### src/rtl/misc_v_pkg.sv
// Shared definitions for the MISC-V pipeline sequencing logic: FSM encoding,
// register addressing and the per-cycle pipeline control word.
package misc_v_pkg;

  localparam int REG_AW = 3;
  localparam logic [REG_AW-1:0] ZERO_REG = '0;

  typedef enum logic [1:0] {
    RUN      = 2'd0,
    LU_STALL = 2'd1,
    MEM_WAIT = 2'd2
  } hz_state_t;

  typedef struct packed {
    logic pc_write;
    logic pc_sel_jump;
    logic ifid_write;
    logic ifid_flush;
    logic idex_write;
    logic idex_bubble;
  } pipe_ctl_t;

  localparam pipe_ctl_t CTL_RUN    = pipe_ctl_t'(6'b101010);
  localparam pipe_ctl_t CTL_FREEZE = pipe_ctl_t'(6'b000000);
  localparam pipe_ctl_t CTL_BUBBLE = pipe_ctl_t'(6'b000011);
  localparam pipe_ctl_t CTL_JUMP   = pipe_ctl_t'(6'b111110);

  // A load in EX feeding a source register of the instruction in decode.
  function automatic logic load_use(
    input logic              mem_read,
    input logic              reg_write,
    input logic [REG_AW-1:0] rd,
    input logic [REG_AW-1:0] rs1,
    input logic [REG_AW-1:0] rs2,
    input logic              uses_rs2
  );
    return mem_read && reg_write && (rd != ZERO_REG) &&
           ((rd == rs1) || (uses_rs2 && (rd == rs2)));
  endfunction

endpackage

### src/rtl/pipeline_hazard_ctrl_if.sv
// Decode/EX/MEM hazard inputs and pipeline enables of the sequencing controller.
// Inputs are level signals sampled every cycle; outputs are valid in the same cycle.
interface pipeline_hazard_ctrl_if
  import misc_v_pkg::*;
#(
  parameter int CNT_W = 16
) ();

  logic [REG_AW-1:0] id_rs1;
  logic [REG_AW-1:0] id_rs2;
  logic              id_uses_rs2;
  logic              id_jump;
  logic [REG_AW-1:0] ex_rd;
  logic              ex_mem_read;
  logic              ex_reg_write;
  logic              mem_req;
  logic              mem_ready;

  logic              pc_write;
  logic              pc_sel_jump;
  logic              ifid_write;
  logic              ifid_flush;
  logic              idex_write;
  logic              idex_bubble;
  logic [CNT_W-1:0]  stall_cnt;
  logic [CNT_W-1:0]  flush_cnt;
  hz_state_t         state;

  modport master (
    output id_rs1, id_rs2, id_uses_rs2, id_jump, ex_rd, ex_mem_read,
           ex_reg_write, mem_req, mem_ready,
    input  pc_write, pc_sel_jump, ifid_write, ifid_flush, idex_write,
           idex_bubble, stall_cnt, flush_cnt, state
  );

  modport slave (
    input  id_rs1, id_rs2, id_uses_rs2, id_jump, ex_rd, ex_mem_read,
           ex_reg_write, mem_req, mem_ready,
    output pc_write, pc_sel_jump, ifid_write, ifid_flush, idex_write,
           idex_bubble, stall_cnt, flush_cnt, state
  );

endinterface

### src/rtl/pipeline_hazard_ctrl_sat_counter.sv
// Event counter that sticks at all-ones instead of wrapping.
module sat_counter #(
  parameter int W = 16
) (
  input  logic         clk,
  input  logic         rst_n,
  input  logic         inc,
  output logic [W-1:0] count
);

  always_ff @(posedge clk or negedge rst_n) begin
    if (!rst_n) begin
      count <= '0;
    end else if (inc && (count != '1)) begin
      count <= count + 1'b1;
    end
  end

endmodule

### src/rtl/pipeline_hazard_ctrl.sv
// Pipeline sequencing controller: load-use bubbles, decode-jump flush and
// memory-wait freeze, with saturating stall/flush event counters.
module pipeline_hazard_ctrl
  import misc_v_pkg::*;
#(
  parameter int LU_STALL_CYCLES = 1,
  parameter int CNT_W           = 16
) (
  input logic                  clk,
  input logic                  rst_n,
  pipeline_hazard_ctrl_if.slave hz
);

  localparam logic [2:0] LU_LOAD  = 3'(LU_STALL_CYCLES - 1);
  localparam logic       LU_MULTI = (LU_STALL_CYCLES > 1);

  hz_state_t  state, state_nxt;
  logic [2:0] lu_cnt, lu_cnt_nxt;
  pipe_ctl_t  ctl;
  logic       lu, mb;

  assign lu = load_use(hz.ex_mem_read, hz.ex_reg_write, hz.ex_rd,
                       hz.id_rs1, hz.id_rs2, hz.id_uses_rs2);
  assign mb = hz.mem_req && !hz.mem_ready;

  // MEM_WAIT only differs from RUN in how it was entered; once the access
  // completes the same cycle gets full RUN evaluation, so they share a branch.
  always_comb begin
    ctl        = CTL_RUN;
    state_nxt  = state;
    lu_cnt_nxt = lu_cnt;
    case (state)
      LU_STALL: begin
        if (mb) begin
          ctl = CTL_FREEZE;
        end else begin
          ctl = CTL_BUBBLE;
          if (lu_cnt <= 3'd1) begin
            lu_cnt_nxt = '0;
            state_nxt  = RUN;
          end else begin
            lu_cnt_nxt = lu_cnt - 3'd1;
          end
        end
      end
      default: begin
        if (mb) begin
          ctl       = CTL_FREEZE;
          state_nxt = MEM_WAIT;
        end else if (lu) begin
          ctl        = CTL_BUBBLE;
          lu_cnt_nxt = LU_LOAD;
          state_nxt  = LU_MULTI ? LU_STALL : RUN;
        end else if (hz.id_jump) begin
          ctl       = CTL_JUMP;
          state_nxt = RUN;
        end else begin
          state_nxt = RUN;
        end
      end
    endcase
  end

  always_ff @(posedge clk or negedge rst_n) begin
    if (!rst_n) begin
      state  <= RUN;
      lu_cnt <= '0;
    end else begin
      state  <= state_nxt;
      lu_cnt <= lu_cnt_nxt;
    end
  end

  assign hz.pc_write    = ctl.pc_write;
  assign hz.pc_sel_jump = ctl.pc_sel_jump;
  assign hz.ifid_write  = ctl.ifid_write;
  assign hz.ifid_flush  = ctl.ifid_flush;
  assign hz.idex_write  = ctl.idex_write;
  assign hz.idex_bubble = ctl.idex_bubble;
  assign hz.state       = state;

  sat_counter #(.W(CNT_W)) u_stall_cnt (
    .clk   (clk),
    .rst_n (rst_n),
    .inc   (!ctl.pc_write),
    .count (hz.stall_cnt)
  );

  sat_counter #(.W(CNT_W)) u_flush_cnt (
    .clk   (clk),
    .rst_n (rst_n),
    .inc   (ctl.ifid_flush),
    .count (hz.flush_cnt)
  );

endmodule
### src/flat_wrapper.sv
// flat-port wrapper written by rule: the top's interface ports become plain ports
module pipeline_hazard_ctrl_flat import misc_v_pkg::*;
#(
  parameter int LU_STALL_CYCLES = 1,
  parameter int CNT_W           = 16
)
  (clk, rst_n, hz_id_rs1, hz_id_rs2, hz_id_uses_rs2, hz_id_jump, hz_ex_rd, hz_ex_mem_read, hz_ex_reg_write, hz_mem_req, hz_mem_ready, hz_pc_write, hz_pc_sel_jump, hz_ifid_write, hz_ifid_flush, hz_idex_write, hz_idex_bubble, hz_stall_cnt, hz_flush_cnt, hz_state);
  pipeline_hazard_ctrl_if #(.CNT_W(CNT_W)) hz_i ();
  input logic clk;
  input logic rst_n;
  input wire logic [$bits(hz_i.id_rs1)-1:0] hz_id_rs1;
  input wire logic [$bits(hz_i.id_rs2)-1:0] hz_id_rs2;
  input wire logic [$bits(hz_i.id_uses_rs2)-1:0] hz_id_uses_rs2;
  input wire logic [$bits(hz_i.id_jump)-1:0] hz_id_jump;
  input wire logic [$bits(hz_i.ex_rd)-1:0] hz_ex_rd;
  input wire logic [$bits(hz_i.ex_mem_read)-1:0] hz_ex_mem_read;
  input wire logic [$bits(hz_i.ex_reg_write)-1:0] hz_ex_reg_write;
  input wire logic [$bits(hz_i.mem_req)-1:0] hz_mem_req;
  input wire logic [$bits(hz_i.mem_ready)-1:0] hz_mem_ready;
  output wire logic [$bits(hz_i.pc_write)-1:0] hz_pc_write;
  output wire logic [$bits(hz_i.pc_sel_jump)-1:0] hz_pc_sel_jump;
  output wire logic [$bits(hz_i.ifid_write)-1:0] hz_ifid_write;
  output wire logic [$bits(hz_i.ifid_flush)-1:0] hz_ifid_flush;
  output wire logic [$bits(hz_i.idex_write)-1:0] hz_idex_write;
  output wire logic [$bits(hz_i.idex_bubble)-1:0] hz_idex_bubble;
  output wire logic [$bits(hz_i.stall_cnt)-1:0] hz_stall_cnt;
  output wire logic [$bits(hz_i.flush_cnt)-1:0] hz_flush_cnt;
  output wire logic [$bits(hz_i.state)-1:0] hz_state;
  assign hz_i.id_rs1 = hz_id_rs1;
  assign hz_i.id_rs2 = hz_id_rs2;
  assign hz_i.id_uses_rs2 = hz_id_uses_rs2;
  assign hz_i.id_jump = hz_id_jump;
  assign hz_i.ex_rd = hz_ex_rd;
  assign hz_i.ex_mem_read = hz_ex_mem_read;
  assign hz_i.ex_reg_write = hz_ex_reg_write;
  assign hz_i.mem_req = hz_mem_req;
  assign hz_i.mem_ready = hz_mem_ready;
  assign hz_pc_write = hz_i.pc_write;
  assign hz_pc_sel_jump = hz_i.pc_sel_jump;
  assign hz_ifid_write = hz_i.ifid_write;
  assign hz_ifid_flush = hz_i.ifid_flush;
  assign hz_idex_write = hz_i.idex_write;
  assign hz_idex_bubble = hz_i.idex_bubble;
  assign hz_stall_cnt = hz_i.stall_cnt;
  assign hz_flush_cnt = hz_i.flush_cnt;
  assign hz_state = hz_i.state;
  pipeline_hazard_ctrl #(.LU_STALL_CYCLES(LU_STALL_CYCLES), .CNT_W(CNT_W)) u_core (.clk(clk), .rst_n(rst_n), .hz(hz_i));
endmodule
### config.mk
export PLATFORM = sky130hd
export DESIGN_NAME = pipeline_hazard_ctrl_flat
export DESIGN_NICKNAME = d
export VERILOG_FILES = /design/src/rtl/misc_v_pkg.sv /design/src/rtl/pipeline_hazard_ctrl_if.sv /design/src/rtl/pipeline_hazard_ctrl_sat_counter.sv /design/src/rtl/pipeline_hazard_ctrl.sv /design/src/flat_wrapper.sv
export SDC_FILE = /design/constraint.sdc
export NUM_CORES = 1
export LEC_CHECK = 0
export CELL_PAD_IN_SITES_DETAIL_PLACEMENT = 0
export CELL_PAD_IN_SITES_GLOBAL_PLACEMENT = 1
export CORE_ASPECT_RATIO = 0.9
export CORE_MARGIN = 2
export CORE_UTILIZATION = 37
export DETAILED_ROUTE_END_ITERATION = 8
export GPL_TIMING_DRIVEN = 0
export MAX_ROUTING_LAYER = met4
export PLACE_DENSITY = 0.92
export SYNTH_ARGS = -nofsm -noshare
export SYNTH_HDL_FRONTEND = slang
export SYNTH_SLANG_ARGS = --single-unit
export TNS_END_PERCENT = 20
### constraint.sdc
create_clock -name clk -period 3.1 [get_ports clk]
set_input_delay 0.62 -clock clk [delete_from_list [all_inputs] [get_ports clk]]
set_output_delay 0.62 -clock clk [all_outputs]
set_load 0.02 [all_outputs]
==> impl_metrics.csv <==
group,metric,value,unit
drt,viasPerCell,4.92,
grt,use_met3,0.0309,
timing,hold_viol,0,
pwr,power.leakage,1.03,nW
placement,gp_congestion,0.790,
drt,drtAntennaViolNets,0,
critical_path,critPathRequiredTime,2480,ps
timing,slew_headroom,0.524,
drt,drt-pass1-iter-count,4,
grt,grt_use_met1,0.229,
yosys,ys_seq_area_frac,0.487,
grt,grt-busiest-layer,"met2",
critical_path,crit_path_end_kind,"output port",
clock_tree,cts_tree,"built",
placement,port-buffer-count,54,
timing,drv_slew,0,
drt,first_iter_violations,55,
clock_tree,cts_buffers,5,
critical_path,cp.buffers_inverters,3,
grt,grt_max_degree,34,
clock_tree,clock_sinks,33,
critical_path,critPathMaxStageDelay,470,ps
critical_path,arrival,2340,ps
layout,regArea,826,um2
yosys,syn_area,1700,um2
critical_path,startpoint_type,"input port",
yosys,ys_types,29,
timing,timing.hold.ws,395,ps
pwr,p_seq_frac,0.444,
grt,met2_usage,0.235,
layout,final_nets,242,
pwr,switching_power,476,uW
critical_path,crit_family,"buffers and inverters",
layout,fin_cells,286,
pwr,p_int,910,uW
floorplan,initial_core_util,0.383,
layout,nFillCells,416,
pwr,clkPwrFrac,0.217,
yosys,avgSynthCellArea,10.5,um2
timing,layout_min_cycle_time,2960,ps
floorplan,coreArea,4430,um2
timing,finalSetupViolations,0,
placement,placed_area,2310,um2
drt,vias,1407,
layout,area_growth,41.9,%
pwr,switching_share,0.343,
clock_tree,cts-root-buf,"clkbuf_8",
floorplan,dieArea,5140,um2
yosys,postSynthCellCount,161,
yosys,yosys_warnings,0,
critical_path,crit_slowest_cell,"clkdlybuf4s50_1",
layout,layout-drive-gt1-share,0.121,
yosys,synthFlopType,"dfrtp_1",
critical_path,path_max_fanout,11,
layout,post-route-cell-area,2410,um2
floorplan,fp.dieW,75.4,um
yosys,synth_edf_count,0,
pwr,ir_drop,0.000333,V
timing,fin_worst_skew,2.67,ps
layout,diodes,0,
timing,max_freq,338,MHz
grt,grt_pass1_wl,6180,um
critical_path,path_cells,"clkdlybuf4s50_1 > xnor2_1 > nand4_1 > a21oi_4 > nor2_4 > buf_4 > and2_1 > dlygate4sd2_1",
layout,multiInputGateArea,836,um2
placement,hpwl,2700,um
yosys,syn-num-nets,180,
placement,dp.cells,277,
drt,routedWlPerCell,12.5,um
yosys,synthArstFlopShare,1.00,
clock_tree,clk_path_buf_depth,2,
clock_tree,htree_num_levels,2,
yosys,ys_seq_elements,33,
job,drv_cap,0,
floorplan,io_pins,57,
worst_hold_path,hold_path.class,"in2async",
floorplan,row_count,23,
timing,rsz0062_at_grt,"no",
layout,utilization,0.543,
drt,drc_errors,0,
drt,wirelength,3580,um
floorplan,dieHeight,68.2,um
clock_tree,clock_latency,270,ps
grt,grt_pass1_vias,1369,
clock_tree,cts.clk_slew.worst_paths,60,ps
pwr,cellPowerDensity,576,nW/um2
grt,grt_usage,0.164,
status,status,"completed",
timing,fin_crit_sh,0.955,
pwr,share_comb_of_total_power,0.339,
timing,worst_pin_slew,714,ps
grt,antenna_found_initial,0,
grt,grt_overflow,0,
critical_path,critPathKind,"in2out",
[Yosys cell counts, types with 2 or more instances]
cell type	n	area share
dfrtp_1	33	0.49
xnor2_1	23	0.12
nand2_1	15	0.033
nand4_1	13	0.048
nor2_1	13	0.029
xor2_1	10	0.052
nand3_1	8	0.024
and3_1	7	0.026
buf_4	4	0.018
mux2_2	4	0.027
nor4_1	4	0.015
inv_1	3	0.0066
nor3_1	3	0.0089
and2_1	2	0.0074
ha_1	2	0.015
nand2b_1	2	0.0074
nand4b_1	2	0.010
o311ai_0	2	0.010
[power groups by stage]
| stage | sequential [mW] | combinational, mW | clock (mW) |
|---|---|---|---|
| 2_1_floorplan | 0.698 | 0.157 | 0 |
| 3_3_place_gp | 0.620 | 0.468 | 0 |
| 3_5_place_dp | 0.621 | 0.476 | 0 |
| 4_1_cts | 0.615 | 0.476 | 0.311 |
| 5_1_grt | 0.628 | 0.515 | 0.332 |
| 6_report | 0.615 | 0.470 | 0.301 |
[final cells by class]
class                   instances  area share
multi-input cells             119       0.347
flip-flops and latches         33       0.343
repair buffers                 55       0.219
well taps                      62      0.0322
clock buffers                   6      0.0302
plain buffers                   6      0.0187
inverters                       3     0.00468
clock inverters                 2     0.00416
[metrics by stage]
step / setup TNS (ps) / power, mW / worst slack, ps
after floorplan: 0 / 0.855 / 435
after global placement: -2450 / 1.09 / -716
after detailed placement: -2510 / 1.10 / -724
after CTS: 0 / 1.40 / 22.5
after global routing: 0 / 1.48 / 39.9
final: 0 / 1.39 / 138
[final timing paths]
| check | from | depth (start not counted) | slack, ps | to |
|---|---|---|---|---|
| min in group clk | u_core.u_stall_cnt.count[13] | 1 | 510 | u_core.u_stall_cnt.count[13] |
| hold reg to reg | u_core.u_stall_cnt.count[13] | 1 | 510 | u_core.u_stall_cnt.count[13] |
| setup / recovery | hz_id_rs2[0] | 8 | 140 | hz_ifid_flush |
| max in group asynchronous | rst_n | 1 | 2240 | u_core.u_stall_cnt.count[3] |
| setup reg to reg | u_core.u_flush_cnt.count[0] | 7 | 1010 | u_core.u_flush_cnt.count[11] |
| hold / removal | rst_n | 1 | 400 | u_core.u_stall_cnt.count[1] |
[cells in the final DEF, fill, tap and decap left out, types with 2 or more instances in the layout]
| cell type | count |
|---|---|
| and2_1 | 2 |
| nor2_1 | 12 |
| mux2_2 | 4 |
| dfrtp_1 | 33 |
| clkbuf_8 | 5 |
| dlygate4sd2_1 | 6 |
| nor4_1 | 4 |
| nand4_1 | 13 |
| and3_1 | 7 |
| buf_4 | 6 |
| nand2b_1 | 2 |
| clkinv_2 | 2 |
| nand3_1 | 8 |
| xor2_1 | 10 |
| xnor2_1 | 23 |
| nand2_1 | 15 |
| nor3_1 | 3 |
| clkdlybuf4s50_1 | 45 |
| inv_1 | 3 |
| nand4b_1 | 2 |
| clkbuf_1 | 2 |
| ha_1 | 2 |
[kinds of logic after synthesis]
family,synth area share
flip-flops,0.487
buffers and inverters,0.0332
adder cells (fa/ha/maj),0.0148
other,0.00221
AND/OR/NAND/NOR,0.236
AO/OA/AOI/OAI,0.0295
multiplexers,0.0266
XOR/XNOR,0.170
[metal layers]
metal	vias to the layer above	part of all wire
met4	0	0.015
li1	689	-
met1	672	0.49
met5	-	0
met2	42	0.45
met3	4	0.042
[flip-flops by register name, indices dropped and copies added (netlist names)]
name and cells:
u_core.hz.state 1, u_core.u_stall_cnt.count 16, u_core.u_flush_cnt.count 16
[worst reg2reg max path, stage by stage (launching register included)]
cell      delay, ps
dfrtp_1         440
ha_1            240
and3_1          170
nand2_1         130
o311ai_0        140
nor4b_2         510
nand4_1         180
xnor2_1         160
[what timing repair did]
item,4_1_cts,5_1_grt
hold endpoints to repair,0,0
endpoints found under the setup margin,5,1
buffers inserted,1,0
hold buffers,0,0
pin swaps,2,2
resized for setup,13,2
Note: power is estimated with default switching activity, not from simulation.
